[config.mk]
export PLATFORM = sky130hd
export DESIGN_NAME = bsg_manycore_cache_non_blocking_flow_ctrl
export DESIGN_NICKNAME = d
export VERILOG_FILES = /design/src/rtl/bsg_manycore_cache_non_blocking_flow_ctrl_pkg.sv /design/src/rtl/bsg_manycore_cache_resp_fifo.sv /design/src/rtl/bsg_manycore_cache_non_blocking_flow_ctrl.sv
export SDC_FILE = /design/constraint.sdc
export NUM_CORES = 1
export LEC_CHECK = 0
export CORE_ASPECT_RATIO = 0.9
export CORE_UTILIZATION = 45
export CTS_BUF_LIST = sky130_fd_sc_hd__clkbuf_8
export DETAILED_ROUTE_END_ITERATION = 6
export GPL_TIMING_DRIVEN = 0
export HOLD_SLACK_MARGIN = 0.06
export PLACE_DENSITY_LB_ADDON = 0.05
export SYNTH_ARGS = -nofsm -noshare
export SYNTH_HDL_FRONTEND = slang
export SYNTH_SLANG_ARGS = --single-unit
[constraint.sdc]
create_clock -name clk_i -period 6.84 [get_ports clk_i]
set_clock_uncertainty 0.05 [all_clocks]
set_input_delay 1.026 -clock clk_i [delete_from_list [all_inputs] [get_ports clk_i]]
set_output_delay 1.026 -clock clk_i [all_outputs]
set_load 0.1 [all_outputs]
[src/rtl/bsg_manycore_cache_non_blocking_flow_ctrl_pkg.sv]
// rtl/bsg_manycore_cache_non_blocking_flow_ctrl_pkg.sv - shared sizing helpers for the flow-control slice
//
// Purpose: default parameter values and width helpers used by the flow
// controller and its response FIFO. No new data types: the cache packet and
// the response id stay opaque vectors.
// Ports: none (package).

package bsg_manycore_cache_non_blocking_flow_ctrl_pkg;

  localparam int flow_ctrl_data_width_lp      = 32;
  localparam int flow_ctrl_id_width_lp        = 14;
  localparam int flow_ctrl_cache_pkt_width_lp = 80;
  localparam int flow_ctrl_els_lp             = 8;

  // Pointer width for a circular buffer of els entries (at least one bit).
  function automatic int flow_ctrl_ptr_width(input int els);
    return (els <= 2) ? 1 : $clog2(els);
  endfunction

  // Width of a counter that must be able to hold the value els itself.
  function automatic int flow_ctrl_cnt_width(input int els);
    return $clog2(els + 1);
  endfunction

endpackage

[src/rtl/bsg_manycore_cache_resp_fifo.sv]
// rtl/bsg_manycore_cache_resp_fifo.sv - circular response buffer with registered head output
//
// Purpose: stores {data, id} cache responses in arrival order. Depth els_p
// need not be a power of two; both pointers wrap explicitly at els_p-1.
// The head entry is read straight out of the storage registers, so an entry
// written in cycle N is visible on data_o/v_o in cycle N+1.
// Ports:
//   clk_i, reset_i   clock, synchronous active-high reset
//   data_i, v_i      enqueue data and enqueue strobe
//   data_o, v_o      head entry and "not empty"
//   yumi_i           consume the head entry (only when v_o = 1)
//   empty_o, full_o  occupancy flags

module bsg_manycore_cache_resp_fifo
  import bsg_manycore_cache_non_blocking_flow_ctrl_pkg::*;
  #(
    parameter int width_p = flow_ctrl_data_width_lp + flow_ctrl_id_width_lp,
    parameter int els_p   = flow_ctrl_els_lp
  )
  (
    input  logic               clk_i,
    input  logic               reset_i,
    input  logic [width_p-1:0] data_i,
    input  logic               v_i,
    output logic [width_p-1:0] data_o,
    output logic               v_o,
    input  logic               yumi_i,
    output logic               empty_o,
    output logic               full_o
  );

  localparam int ptr_width_lp = flow_ctrl_ptr_width(els_p);
  localparam int cnt_width_lp = flow_ctrl_cnt_width(els_p);
  localparam logic [ptr_width_lp-1:0] last_ptr_lp = ptr_width_lp'(els_p - 1);
  localparam logic [cnt_width_lp-1:0] els_cnt_lp  = cnt_width_lp'(els_p);

  logic [width_p-1:0]      mem_r [els_p];
  logic [ptr_width_lp-1:0] rptr_r, wptr_r;
  logic [cnt_width_lp-1:0] count_r;

  logic [ptr_width_lp-1:0] rptr_next, wptr_next;

  assign rptr_next = (rptr_r == last_ptr_lp) ? '0 : rptr_r + 1'b1;
  assign wptr_next = (wptr_r == last_ptr_lp) ? '0 : wptr_r + 1'b1;

  always_ff @(posedge clk_i) begin
    if (reset_i) begin
      rptr_r  <= '0;
      wptr_r  <= '0;
      count_r <= '0;
    end else begin
      if (v_i)    wptr_r <= wptr_next;
      if (yumi_i) rptr_r <= rptr_next;
      case ({v_i, yumi_i})
        2'b10:   count_r <= count_r + 1'b1;
        2'b01:   count_r <= count_r - 1'b1;
        default: count_r <= count_r;
      endcase
    end
  end

  // Storage needs no reset: only entries between rptr and wptr are ever read.
  always_ff @(posedge clk_i) begin
    if (v_i && !reset_i) mem_r[wptr_r] <= data_i;
  end

  assign data_o  = mem_r[rptr_r];
  assign empty_o = (count_r == '0);
  assign full_o  = (count_r == els_cnt_lp);
  assign v_o     = ~empty_o;

  assert property (@(posedge clk_i) disable iff (reset_i) !(v_i && full_o));
  assert property (@(posedge clk_i) disable iff (reset_i) !(yumi_i && empty_o));

endmodule

[src/rtl/bsg_manycore_cache_non_blocking_flow_ctrl.sv]
// rtl/bsg_manycore_cache_non_blocking_flow_ctrl.sv - credit-gated request path and buffered response path
//
// Purpose: sits between the manycore link adapter and the non-blocking
// vcache. Requests pass through unchanged but are gated by an outstanding
// credit counter; every credit reserves one response FIFO slot, so cache
// responses are always accepted on arrival and a stalled link never
// back-pressures the cache pipeline. Credits return when the adapter
// consumes a response, not when the cache returns it.
// Optional feature: define BSG_MANYCORE_CACHE_FLOW_CTRL_BYPASS_EN to let a
// response arriving at an empty FIFO drive resp_*_o in the same cycle.
// Ports:
//   clk_i, reset_i                      clock, synchronous active-high reset
//   req_pkt_i, req_v_i, req_ready_o     request from adapter
//   cache_pkt_o, cache_v_o, cache_ready_i   request to cache
//   cache_data_i, cache_id_i, cache_v_i, cache_yumi_o  response from cache
//   resp_data_o, resp_id_o, resp_v_o, resp_yumi_i      response to adapter

module bsg_manycore_cache_non_blocking_flow_ctrl
  import bsg_manycore_cache_non_blocking_flow_ctrl_pkg::*;
  #(
    parameter int data_width_p      = flow_ctrl_data_width_lp,
    parameter int id_width_p        = flow_ctrl_id_width_lp,
    parameter int cache_pkt_width_p = flow_ctrl_cache_pkt_width_lp,
    parameter int els_p             = flow_ctrl_els_lp
  )
  (
    input  logic                         clk_i,
    input  logic                         reset_i,

    input  logic [cache_pkt_width_p-1:0] req_pkt_i,
    input  logic                         req_v_i,
    output logic                         req_ready_o,

    output logic [cache_pkt_width_p-1:0] cache_pkt_o,
    output logic                         cache_v_o,
    input  logic                         cache_ready_i,

    input  logic [data_width_p-1:0]      cache_data_i,
    input  logic [id_width_p-1:0]        cache_id_i,
    input  logic                         cache_v_i,
    output logic                         cache_yumi_o,

    output logic [data_width_p-1:0]      resp_data_o,
    output logic [id_width_p-1:0]        resp_id_o,
    output logic                         resp_v_o,
    input  logic                         resp_yumi_i
  );

  localparam int entry_width_lp = data_width_p + id_width_p;
  localparam int cnt_width_lp   = flow_ctrl_cnt_width(els_p);
  localparam logic [cnt_width_lp-1:0] els_cnt_lp = cnt_width_lp'(els_p);

  logic [cnt_width_lp-1:0] outstanding_r;
  logic                    credit_avail;
  logic                    issue;
  logic                    dequeue;

  logic [entry_width_lp-1:0] fifo_data_in, fifo_data_out, resp_entry;
  logic                      fifo_enq, fifo_deq;
  logic                      fifo_v, fifo_empty, fifo_full;

  // Request path: pure pass-through, gated only by credits.
  assign credit_avail = (outstanding_r != els_cnt_lp);
  assign cache_pkt_o  = req_pkt_i;
  assign cache_v_o    = req_v_i & credit_avail & ~reset_i;
  assign req_ready_o  = cache_ready_i & credit_avail & ~reset_i;
  assign issue        = cache_v_o & cache_ready_i;

  // Responses are never refused; credits guarantee a free slot.
  assign cache_yumi_o = cache_v_i;
  assign fifo_data_in = {cache_data_i, cache_id_i};

`ifdef BSG_MANYCORE_CACHE_FLOW_CTRL_BYPASS_EN
  // With an empty FIFO the arriving response is shown directly; if it is
  // consumed in the same cycle it never occupies a FIFO slot.
  assign resp_v_o   = fifo_v | cache_v_i;
  assign resp_entry = fifo_empty ? fifo_data_in : fifo_data_out;
  assign fifo_enq   = cache_v_i & ~(fifo_empty & resp_yumi_i);
  assign fifo_deq   = resp_yumi_i & ~fifo_empty;
`else
  assign resp_v_o   = fifo_v;
  assign resp_entry = fifo_data_out;
  assign fifo_enq   = cache_v_i;
  assign fifo_deq   = resp_yumi_i;
`endif

  assign resp_data_o = resp_entry[entry_width_lp-1:id_width_p];
  assign resp_id_o   = resp_entry[id_width_p-1:0];
  assign dequeue     = resp_v_o & resp_yumi_i;

  bsg_manycore_cache_resp_fifo #(
    .width_p (entry_width_lp),
    .els_p   (els_p)
  ) u_resp_fifo (
    .clk_i   (clk_i),
    .reset_i (reset_i),
    .data_i  (fifo_data_in),
    .v_i     (fifo_enq),
    .data_o  (fifo_data_out),
    .v_o     (fifo_v),
    .yumi_i  (fifo_deq),
    .empty_o (fifo_empty),
    .full_o  (fifo_full)
  );

  // Decrement on dequeue (not on cache return) so credits cover FIFO occupancy.
  always_ff @(posedge clk_i) begin
    if (reset_i) begin
      outstanding_r <= '0;
    end else begin
      case ({issue, dequeue})
        2'b10:   outstanding_r <= outstanding_r + 1'b1;
        2'b01:   outstanding_r <= outstanding_r - 1'b1;
        default: outstanding_r <= outstanding_r;
      endcase
    end
  end

  assert property (@(posedge clk_i) disable iff (reset_i) !(fifo_enq && fifo_full));
  assert property (@(posedge clk_i) disable iff (reset_i) !(resp_yumi_i && !resp_v_o));
  assert property (@(posedge clk_i) disable iff (reset_i)
                   !(dequeue && !issue && (outstanding_r == '0)));
  assert property (@(posedge clk_i) disable iff (reset_i)
                   !(cache_v_i && (outstanding_r == '0)));

endmodule

**Word level (Yosys, flattened, before mapping)**

Memories as Yosys holds them, arrays and structs flattened. A register that Yosys moved wholly into a read port is not among the register bits.
Cells that the tools add are included.

- $add $sub $neg: 6
- Equal/unequal tests: 7
- Muxes and demuxes: 8
- Bitwise gates (word level): 8
- Reductions and logical operators: 5

Operators with widths:

| operator | count |
|---|---|
| $pmux W4 S2 | 2 |
| $mux W3 | 4 |
| $add A4 B1 Y4 const B | 2 |
| $sub A4 B1 Y4 const B | 2 |
| $add A3 B1 Y3 const B | 2 |
| $and A1 B1 Y1 | 6 |
| $eq A3 B3 Y1 const B | 2 |
| $eq A2 B1 Y1 const B | 2 |
| $eq A2 B2 Y1 const B | 2 |
| $logic_not A4 Y1 | 1 |
| $ne A4 B4 Y1 const B | 1 |
| $reduce_bool A2 Y1 | 2 |
| $mux W1 | 2 |
| $not A1 Y1 | 2 |
| $logic_and A1 B1 Y1 | 1 |
| $logic_not A1 Y1 | 1 |

- Bits in registers: 14
- Memory bits (writable): 368
- Bits of input ports: 132
- Output and inout bits: 130
- Logic and storage cells: 39
- Memories kept: 1

Memories:

| memory | words | width | read ports | clocked after memory_dff | wr ports | RTL line | RTL |
|---|---|---|---|---|---|---|---|
| u_resp_fifo.mem_r | 8 | 46 | 1 | 1 | 1 | bsg_manycore_cache_resp_fifo.sv:37 | `logic [width_p-1:0] mem_r [els_p];` |

**Depth between registers and ports, before layout**

- Depth in word-level cells: 6
- Mapped depth: 11
- Mapped depth without buffers: 11

**Hierarchy**

From an unflattened synthesis, not the netlist that was laid out.

- Cells, all modules: 720
- Area total of the unflattened synthesis: 15630.0 µm²

Modules (own cells, without submodules):

| module | instances | cells an instance | area each (µm²) | sequential area each (µm²) |
|---|---|---|---|---|
| bsg_manycore_cache_resp_fifo | 1 | 607 | 14730.4 | 11310.8 |
| bsg_manycore_cache_non_blocking_flow_ctrl | 1 | 113 | 899.6 | 80.1 |

**Worst setup path before layout**

Ideal clock, no wire load.

- Path kind: input -> register
- Start: in reset_i
- End: mem u_resp_fifo.mem_r[0][0] in the netlist's numbering, enable pin
- Setup time: 0.564 ns
- Arrival: 5.647 ns
- Data required time: 6.226 ns
- Path slack: 0.579 ns
- Cell stages on the path: 2
- Buffers on the path: 1
- Cell sequence: clkbuf_1 nor4_1

- Word-level cells in the longest chain between the ends: 4

RTL lines:

| element | RTL line | RTL |
|---|---|---|
| from (decl) | bsg_manycore_cache_non_blocking_flow_ctrl.sv:28 | `input logic reset_i,` |
| $logic_not A1 Y1 | bsg_manycore_cache_resp_fifo.sv:64 | `if (v_i && !reset_i) mem_r[wptr_r] <= data_i;` |
| $logic_and A1 B1 Y1 | bsg_manycore_cache_resp_fifo.sv:64 |  |
| $mux W1 | bsg_manycore_cache_resp_fifo.sv:64 |  |
| $mux W1 (not written as such) | bsg_manycore_cache_resp_fifo.sv:64 |  |
| to (decl) | bsg_manycore_cache_resp_fifo.sv:37 |  |

No other way between the ends.

==> flow_metrics.py <==
metrics = {
    "run_status": {
        "outcome": "finished, final reports clean",
    },
    "setup_path": {
        "worstPathMaxFanout": 10,
        "critPathArrivalTime_ps": 3670,
        "critPathKind": "flip-flop to primary output",
        "critPathCaptureType": "primary output",
        "worst_ep_required_time_ps": 5760,
        "critPathLaunchType": "flip-flop",
    },
    "clock_tree": {
        "tritoncts": "built",
        "clock_latency_ps": 600,
        "cts-root-buf": "clkbuf_8",
        "clock-sinks": 385,
        "path_clk_slew_ps": 60,
        "cts_resized": 0,
        "cts-htree-levels": 2,
        "cts_max_path_buffers": 3,
        "cts_setup_buffers": 0,
        "cts_buffers": 60,
        "cts_hold_buffers": 0,
    },
    "synth": {
        "syn_avg_cell_area_sq_um": 21.6,
        "syn_inst": 721,
        "ys_seq_area_share_pct": 73.1,
        "netlist.area_leader.share_pct": 70.9,
        "synth-seq-cells": 385,
        "syn_nets": 865,
        "synth_largest_area_cell": "edfxtp_1",
        "yosys_warnings": 0,
        "netlist_top_cells_area": "edfxtp_1 (71%), mux4_1 (9.8%), mux4_2 (4.9%), buf_4 (3.9%), mux2_2 (3.3%)",
        "syn_area_sq_um": 15600,
        "synth_cell_type_count": 31,
    },
    "timing": {
        "post-route-period-util_pct": 69.4,
        "hold_viol": 0,
        "fin_ws_ps": 2100,
        "rsz0062_at_grt": "false",
        "fmax_ghz": 0.211,
        "tightest_slew_ps": 1040,
        "period_minus_slack_ps": 4740,
        "slew_violations": 0,
        "relSlewSlack_pct": 30.5,
        "setup_viol": 0,
        "holdWs_ps": 435,
    },
    "power": {
        "p_leak_nw": 6.62,
        "irDropWorstVdd_uv": 198,
        "p_per_area_nw_per_um2": 270,
    },
    "placement": {
        "hpwl_microns": 21400,
        "post_dp_cell_area_sq_um": 18500,
        "gp_congestion": 0.739,
        "numPortBuffers": 181,
        "dp.cells": 1393,
        "dpl_worst_slack_ps": 2490,
    },
    "floorplanning": {
        "io_pins": 262,
        "die_area_sq_um": 35400,
        "die_x_microns": 198,
        "start_util_pct": 45.8,
        "die_h_microns": 179,
        "coreArea_sq_um": 34000,
        "num_rows": 64,
    },
    "cells_and_area": {
        "drive_gt1_share_pct": 27.1,
        "final_cells": 1504,
        "area_growth_syn_to_layout_pct": 25.4,
        "final_cell_area_sq_um": 19500,
        "num-nets-final": 1137,
    },
    "global_routing": {
        "gr-total-overflow": 0,
        "grt_max_degree": 24,
        "grt_pass1_vias": 8429,
        "antenna_found_initial": 1,
        "grt_first_pass_wirelength_microns": 48200,
        "grt_usage_pct": 18.8,
    },
    "routing": {
        "antenna_left": 0,
        "first_pass_iters": 4,
        "num_vias": 7680,
        "drtIter0Drc": 497,
        "via_per_inst": 5.11,
        "remaining_drc_errors": 0,
        "wl_per_cell_microns": 21.9,
        "routed_wl_microns": 32900,
    },
    "run": {
        "cap_violations": 0,
    },
    "min_path": {
        "holdCritPathClass": "flip-flop to flip-flop",
    },
}
[critical path, cell delays in order, from the launching register on]
cell and delay (ps):
dfxtp_1 300, clkbuf_1 630, clkbuf_1 670, mux2_2 320, clkdlybuf4s50_1 1130
[cells by family (layout without fill, tap and decap cells)]
kind of cell / count (synthesis) / after routing / synth area share, %
fa+ha+maj: 12 / 12 / 1.06
mux: 141 / 141 / 18.2
simple gates: 46 / 46 / 1.39
other cells: 0 / 2 / 0
compound gates: 16 / 16 / 0.554
buf+inv: 117 / 436 / 5.48
xor+xnor: 4 / 4 / 0.225
flops: 385 / 385 / 73.1
[final cells by class]
class	count	area, sq um
Buffer	109	823
Multi-Input combinational cell	219	3400
Antenna cell	2	5.00
Clock buffer	61	840
Timing Repair Buffer	210	2230
Clock inverter	48	251
Fill cell	2550	14500
Inverter	8	30.0
Tap cell	462	578
Sequential cell	385	11400
[routing by layer]
layer  wire, microns  global-route usage, %  vias up  part of all wire [%]
li1                -                      -     3461                     -
met1           13600                   24.2     3899                    41
met2           16900                   32.1      271                    51
met3            1900                   3.95       49                   5.8
met4             546                   5.43        0                   1.7
met5               0                      0        -                     0
[cells in the mapped netlist]
| library cell | number |
|---|---|
| edfxtp_1 | 368 |
| a21oi_1 | 13 |
| nor2_1 | 26 |
| ha_1 | 10 |
| nor3_1 | 1 |
| nand3b_1 | 1 |
| buf_6 | 1 |
| and2_1 | 3 |
| clkbuf_1 | 9 |
| mux2_2 | 46 |
| or3b_2 | 1 |
| nand2_1 | 4 |
| nor4_1 | 2 |
| nand3_1 | 2 |
| fa_1 | 2 |
| or4_1 | 3 |
| and3_1 | 2 |
| mux2i_1 | 3 |
| buf_8 | 6 |
| inv_1 | 8 |
| buf_12 | 2 |
| mux4_2 | 34 |
| mux4_1 | 58 |
| nand2b_1 | 1 |
| a31oi_1 | 1 |
| buf_1 | 8 |
| xor2_1 | 4 |
| buf_2 | 2 |
| dfxtp_1 | 17 |
| buf_4 | 81 |
| o31ai_1 | 2 |
[final timing paths]
kind         cells past startpoint  slack (ps)                   start                endpoint
max                              4        2100               flip-flop          resp_data_o[7]
min                              2         430  u_resp_fifo.count_r[3]  u_resp_fifo.count_r[3]
max reg2reg                      8        4100  u_resp_fifo.count_r[0]        outstanding_r[3]
min reg2reg                      2         430  u_resp_fifo.count_r[3]  u_resp_fifo.count_r[3]
[power breakdown]
part           switching [mW]  internal [mW]
sequential             0.0154           2.62
combinational           0.609          0.280
clock                   0.858          0.900
total                    1.48           3.80
[state kept, by name (all words and copies together), names as in the netlist, named ones only]
signal,count
u_resp_fifo.mem_r,368
outstanding_r,4
u_resp_fifo.count_r,4
u_resp_fifo.rptr_r,3
u_resp_fifo.wptr_r,3
[metrics by stage]
step / util, % / setup TNS, ps / total power, mW
floorplan: - / 0 / 3.35
global placement: 52.8 / -474360 / 3.56
finish: 57.4 / 0 / 5.28
detailed placement: 54.2 / 0 / 3.58
CTS: 57.4 / 0 / 5.34
global route: 57.4 / 0 / 5.48
[cells in the final DEF, fill, tap and decap left out]
master / n
a21oi_1: 13
xor2_1: 4
and3_1: 2
and2_1: 3
nor2_1: 20
ha_1: 10
fa_1: 2
o31ai_1: 2
bufinv_16: 2
diode_2: 2
clkinv_1: 16
clkbuf_1: 9
mux2i_1: 3
mux2_2: 46
nand2b_1: 1
nor4_2: 2
buf_1: 8
edfxtp_1: 368
buf_2: 2
clkdlybuf4s50_1: 181
buf_12: 7
clkinv_2: 6
mux4_2: 34
a31oi_1: 1
dfxtp_1: 17
or4_1: 3
buf_16: 7
nand3_1: 2
buf_4: 98
nor2_4: 6
buf_6: 1
buf_8: 6
nand3b_1: 1
clkinvlp_4: 3
clkbuf_8: 61
or3b_2: 1
nor3_1: 1
nand2_1: 4
mux4_1: 58
inv_1: 29
No activity file was read; power rests on OpenSTA's default activity.
